$ cat src/rtl/mult8u_product_accumulator.sv
// mult8u_product_accumulator
//   Sums consecutive unsigned products from the 8x8 multiplier wrapper into
//   dot-product groups of up to LEN beats. A group closes on its LEN-th beat
//   or on a beat flagged in_last. The completed group is held in a
//   single-entry valid/ready output register.
//
// Ports
//   clk          rising-edge clock
//   rst          synchronous active-high reset; drops any open group and any
//                pending result
//   in_valid     in_product/in_last valid this cycle
//   in_ready     a beat is accepted this cycle (when in_valid is also high)
//   in_product   unsigned product, PROD_WIDTH bits
//   in_last      this beat closes the group early
//   out_valid    out_sum/out_count/out_overflow hold a completed group
//   out_ready    downstream takes the result this cycle
//   out_sum      group sum (wrapped or clamped, see SATURATE)
//   out_count    number of beats in the group, 1..LEN
//   out_overflow the group sum exceeded 2^ACC_WIDTH-1 at some beat
module mult8u_product_accumulator #(
  parameter int PROD_WIDTH = 16,
  parameter int ACC_WIDTH  = 24,
  parameter int LEN        = 8,
  parameter int SATURATE   = 0,
  parameter int CNT_WIDTH  = $clog2(LEN + 1)
) (
  input  logic                  clk,
  input  logic                  rst,
  input  logic                  in_valid,
  output logic                  in_ready,
  input  logic [PROD_WIDTH-1:0] in_product,
  input  logic                  in_last,
  output logic                  out_valid,
  input  logic                  out_ready,
  output logic [ACC_WIDTH-1:0]  out_sum,
  output logic [CNT_WIDTH-1:0]  out_count,
  output logic                  out_overflow
);

  localparam logic [CNT_WIDTH-1:0] LAST_CNT = CNT_WIDTH'(LEN - 1);

  logic [ACC_WIDTH-1:0] acc;
  logic [CNT_WIDTH-1:0] cnt;
  logic                 ovf;

  logic                 accept;
  logic                 xfer;
  logic                 close;
  logic                 beat_ovf;
  logic                 new_ovf;
  logic [ACC_WIDTH-1:0] base;
  logic [ACC_WIDTH-1:0] new_val;
  logic [ACC_WIDTH:0]   full_sum;

  // The output register frees up in the same cycle it is drained, so a new
  // group can close while the previous one is being taken.
  assign in_ready = !out_valid || out_ready;
  assign accept   = in_valid && in_ready;
  assign xfer     = out_valid && out_ready;

  always_comb begin
    // cnt==0 marks a fresh group: acc still holds the previous group's
    // partial value (never cleared on close), so it is masked here.
    base     = (cnt == '0) ? '0 : acc;
    full_sum = {1'b0, base} + (ACC_WIDTH + 1)'(in_product);
    beat_ovf = full_sum[ACC_WIDTH];
    if ((SATURATE != 0) && beat_ovf) begin
      new_val = '1;
    end else begin
      new_val = full_sum[ACC_WIDTH-1:0];
    end
    new_ovf = ((cnt == '0) ? 1'b0 : ovf) | beat_ovf;
    close   = (cnt == LAST_CNT) || in_last;
  end

  always_ff @(posedge clk) begin
    if (rst) begin
      acc          <= '0;
      cnt          <= '0;
      ovf          <= 1'b0;
      out_valid    <= 1'b0;
      out_sum      <= '0;
      out_count    <= '0;
      out_overflow <= 1'b0;
    end else begin
      if (xfer) begin
        out_valid <= 1'b0;
      end
      // A close in the same cycle as a transfer overrides the clear above.
      if (accept) begin
        if (close) begin
          out_sum      <= new_val;
          out_count    <= cnt + CNT_WIDTH'(1);
          out_overflow <= new_ovf;
          out_valid    <= 1'b1;
          cnt          <= '0;
        end else begin
          acc <= new_val;
          ovf <= new_ovf;
          cnt <= cnt + CNT_WIDTH'(1);
        end
      end
    end
  end

endmodule

$ cat config.mk
export PLATFORM = sky130hd
export DESIGN_NAME = mult8u_product_accumulator
export DESIGN_NICKNAME = d
export VERILOG_FILES = /design/src/rtl/mult8u_product_accumulator.sv
export SDC_FILE = /design/constraint.sdc
export NUM_CORES = 1
export LEC_CHECK = 0
export ABC_AREA = 0
export CAP_MARGIN = 40
export CORE_MARGIN = 2
export CORE_UTILIZATION = 59
export CTS_CLUSTER_DIAMETER = 60
export CTS_CLUSTER_SIZE = 24
export DETAILED_ROUTE_END_ITERATION = 8
export PLACE_DENSITY_LB_ADDON = 0.08
export SYNTH_ARGS = -nofsm -noshare
export SYNTH_HDL_FRONTEND = slang
export SYNTH_SLANG_ARGS = --single-unit
$ cat constraint.sdc
create_clock -name clk -period 11.05 [get_ports clk]
set_input_delay 3.315 -clock clk [delete_from_list [all_inputs] [get_ports clk]]
set_output_delay 3.315 -clock clk [all_outputs]
set_load 0.02 [all_outputs]
Word level (Yosys, flattened, before mapping)
Cells that the tools add are included.
{"block": "totals", "out_inout_bits": 31, "reg_bits": 59, "ramBits": 0, "inputBits": 21, "latch_bits": 0, "wordCells": 26, "rom_bits": 0, "n_memories": 0}
{"block": "op_classes", "reduce_logical": 8, "mux": 6, "n_eq_ne": 1, "n_mul": 0, "n_bitwise": 2, "order_cmp": 0, "shifts": 0, "n_div": 0, "add_sub_neg": 2}
{"cell": "$add 24x16->25", "count": 1}
{"cell": "$mux 24", "count": 1}
{"cell": "$add 4x1->4 const B", "count": 1}
{"cell": "$eq 4x3->1 const B", "count": 1}
{"cell": "$logic_not 4->1", "count": 1}
{"cell": "$mux 1", "count": 4}
{"cell": "$mux 4", "count": 1}
{"cell": "$reduce_and 2->1", "count": 2}
{"cell": "$logic_and 1x1->1", "count": 2}
{"cell": "$logic_or 1x1->1", "count": 2}
{"cell": "$logic_not 1->1", "count": 1}
{"cell": "$not 1->1", "count": 1}
{"cell": "$or 1x1->1", "count": 1}

Depth between registers and ports, before layout
{"block": "logic_depth", "word_depth": 4, "depth_mapped": 14, "ltp_nobuf": 12}

Least setup slack after synthesis
No wires, ideal clock.
{"block": "synth_path", "path_type": "input-to-output", "start": "in out_ready", "end": "out in_ready", "cell_stages": 1, "t_arrival_ps": 3558, "required_ps": 7735, "n_path_buf": 0, "slack_ps": 4177, "path_cell_list": "nand2b_1"}
{"block": "synth_between", "elab_chain_len": 1}
{"element": "start, declared", "line_no": "34", "source": "input logic out_ready,"}
{"element": "$logic_or 1x1->1", "line_no": "57", "source": "assign in_ready = !out_valid || out_ready;"}
{"element": "end, declared", "line_no": "30", "source": "output logic in_ready,"}
Every way passes these cells.

Worst setup path in the final report
Same ends and word-level chain as after synthesis.

==> results.py <==
metrics = {
    "sta": {
        "finClkSkew_ps": 12.2,
        "maxSlewViolCount": 0,
        "max_slew_margin_pct": 45.7,
        "tightestPinTransition_ps": 814,
        "hold_viol": 0,
        "fmax_mhz": 127,
        "post-route-min-period_ps": 7850,
        "fin_crit_sh_pct": 71.0,
        "finalSetupViolCount": 0,
        "rsz0062_at_grt": "false",
        "timing.setup.tns_ps": 0,
    },
    "drt": {
        "via_count": 3384,
        "wl_per_cell_um": 15.7,
        "drt-initial-drc-count": 237,
        "postRouteAntennaNets": 0,
        "viasPerCell": 6.22,
        "drt_wl_total_mm": 8.55,
        "drtPass1Iterations": 5,
        "drcViolationCount": 0,
    },
    "final_layout": {
        "instances_no_fill": 544,
        "nets": 507,
        "drive_above_1_share_pct": 8.69,
        "fillCellCount": 441,
        "area_growth_pct": 21.1,
        "num_antenna_cells": 0,
    },
    "setup_path": {
        "crit_path_start_kind": "input pin",
        "ff2ff_setup_slack_ps": 7210,
        "r2r-end": "out_sum[20]",
        "cp-endpoint": "in_ready",
        "timing.rr.start": "cnt[0]",
        "arrival_ps": 4540,
        "ff2ff_path_depth": 12,
        "cp-end-kind": "output pin",
        "crit_type": "in2out",
        "critPathRequiredTime_ps": 7740,
        "crit_start": "out_ready",
        "path_max_fanout": 4,
    },
    "floorplanning": {
        "ioPinCount": 52,
        "die_area_sq_um": 6510,
        "fp.dieH_um": 80.7,
        "start_util_pct": 61.9,
        "fp.dieW_um": 80.7,
        "core_sq_um": 5610,
        "num_rows": 27,
    },
    "pwr": {
        "power.density_nw_per_um2": 120,
        "power.total_mw": 0.505,
        "cellLeakagePower_nw": 1.52,
        "ir_drop_v": 0.0000977,
    },
    "global_routing": {
        "antenna_found_initial": 0,
        "grt_use_total_pct": 27.5,
        "grt_pass1_vias": 3195,
        "overflow": 0,
        "grt_pass1_wl_mm": 14.1,
        "grt_start_max_net_pins": 77,
    },
    "clock_tree": {
        "hold_buffers": 0,
        "clk_root_buffer_cell": "clkbuf_8",
        "clk_pin_slew_ps": 70,
        "cts_buffer_depth": 2,
        "clkLatencyLatePin_ps": 340,
        "cts-buffers-inserted": 9,
        "post_cts_buffers": 0,
        "cts_num_sinks": 59,
        "cts_tree": "done",
        "htree_levels": 3,
        "cts_resized": 0,
    },
    "logic_synthesis": {
        "ys_seq_area_share_pct": 34.0,
        "synthArstFlopShare_pct": 0,
        "ys_ff_latch": 59,
        "synth_nets": 468,
        "netlist_instances": 428,
        "synth-edff-count": 0,
        "synth_area_per_cell_sq_um": 8.11,
        "synthAdderAreaFrac_pct": 7.06,
        "synth_area_sq_um": 3470,
        "synth_top_family_by_area": "compound AO/OA/AOI/OAI gates",
        "synth_compound_area_share_pct": 26.3,
        "synth_cell_types": 60,
        "ys_warn_count": 0,
        "synth.area.mux_share_pct": 0,
        "synth_xor_xnor_area_share_pct": 3.03,
        "synth-simple-area-share_pct": 26.0,
        "ys.flop_type": "dfxtp_1",
    },
    "job": {
        "drv_cap": 0,
    },
    "status": {
        "status": "finished clean",
    },
    "place": {
        "port_buffers": 51,
        "gp_congestion": 0.917,
        "dpl.hpwl_mm": 5.76,
        "place_inst": 528,
    },
    "worst_hold_path": {
        "worstHoldPathType": "reg2reg",
    },
}
-- registers in the layout, summed over array words and instances, names as in the netlist --
signal and flops:
out_overflow 1, out_valid 1, out_count 4, acc 24, cnt 4, out_sum 24, ovf 1
-- cells in the mapped netlist, drive strengths merged, types with 5 or more instances --
library cell / instances / area share, %
ha: 18 / 6.5
nand3: 8 / 1.2
nand3b: 13 / 2.8
and2: 19 / 3.5
clkbuf: 23 / 2.5
xnor2: 8 / 2.0
nor2: 38 / 4.1
nand4: 8 / 1.4
dfxtp: 59 / 34
or3: 5 / 0.94
a21oi: 34 / 5.3
a211oi: 20 / 4.8
nand2: 56 / 6.1
o211ai: 6 / 1.3
nor3: 9 / 1.3
nor2b: 7 / 1.3
o21ai: 22 / 3.3
-- layout make-up --
class / instances / area (sq um) / share of cell area [%]
clock inverters: 5 / 52.6 / 1.25
flip-flops and latches: 59 / 1180 / 28.1
clock buffers: 11 / 141 / 3.36
multi-input cells: 338 / 2170 / 51.6
repair buffers: 55 / 556 / 13.2
well taps: 72 / 90.1 / 2.14
inverters: 4 / 15.0 / 0.357
-- worst min path at each step --
stage | startpoint | endpoint | slack, ps | depth (start not counted)
5_1_grt | acc[0] | acc[0] | 480 | 2
4_1_cts | acc[6] | acc[6] | 450 | 2
3_3_place_gp | acc[6] | acc[6] | 440 | 2
6_report | acc[1] | acc[1] | 450 | 2
2_1_floorplan | acc[0] | acc[0] | 430 | 2
3_5_place_dp | acc[6] | acc[6] | 440 | 2
-- placed cells by master, fill, tap and decap left out, types with 4 or more instances in the layout --
cell / synthesis / layout
a211oi_1: 17 / 17
a21oi_1: 30 / 30
a21oi_2: 4 / 4
a31oi_1: 4 / 4
and2_1: 18 / 18
clkbuf_8: 0 / 10
clkdlybuf4s50_1: 0 / 50
dfxtp_1: 59 / 59
ha_1: 18 / 18
inv_1: 4 / 4
nand2_1: 56 / 56
nand3_1: 8 / 8
nand3b_1: 13 / 13
nand4_1: 8 / 8
nor2_1: 38 / 37
nor2b_1: 7 / 7
nor3_1: 9 / 9
o211ai_1: 6 / 6
o21ai_0: 21 / 21
o311ai_0: 4 / 4
or3_1: 4 / 4
xnor2_1: 8 / 8
xor2_1: 4 / 4
-- worst max-delay path: stages --
cell	delay, ps
clkdlybuf4s50_1	440
nand2b_1	150
clkdlybuf4s50_1	630
-- kinds of logic (layout without fill, tap and decap cells) --
kind of cell / Yosys count / in the layout
AND/OR/NAND/NOR: 180 / 180
AO/OA/AOI/OAI: 127 / 127
flip-flops: 59 / 59
buffers and inverters: 31 / 75
adder cells (fa/ha/maj): 19 / 19
XOR/XNOR: 12 / 12
-- layer usage --
metal  GRT usage [%]  routed length, um  vias up
li1                -                  -     1649
met1            35.3               3800     1589
met2            45.6               4070      133
met3            4.61                553       13
met4            11.7                125        0
met5               0                  0        -
-- power by group --
| group | leakage [nW] | internal (mW) | total [mW] | switching, mW |
|---|---|---|---|---|
| registers | 0.481 | 0.222 | 0.227 | 0.00473 |
| logic | 0.937 | 0.0349 | 0.0808 | 0.0459 |
| clock network | 0.0991 | 0.109 | 0.197 | 0.0880 |
| total | 1.52 | 0.366 | 0.505 | 0.139 |
-- per-stage QoR --
step	util (%)	setup slack [ps]	cell area (sq um)	hold slack [ps]
6_report	75.0	3200	4200	453
5_1_grt	75.0	3140	4200	481
4_1_cts	75.0	3190	4200	454
3_5_place_dp	71.5	3200	4010	445
3_3_place_gp	71.0	3210	3980	438
2_1_floorplan	-	4180	3470	432
No activity file was read; power rests on OpenSTA's default activity.
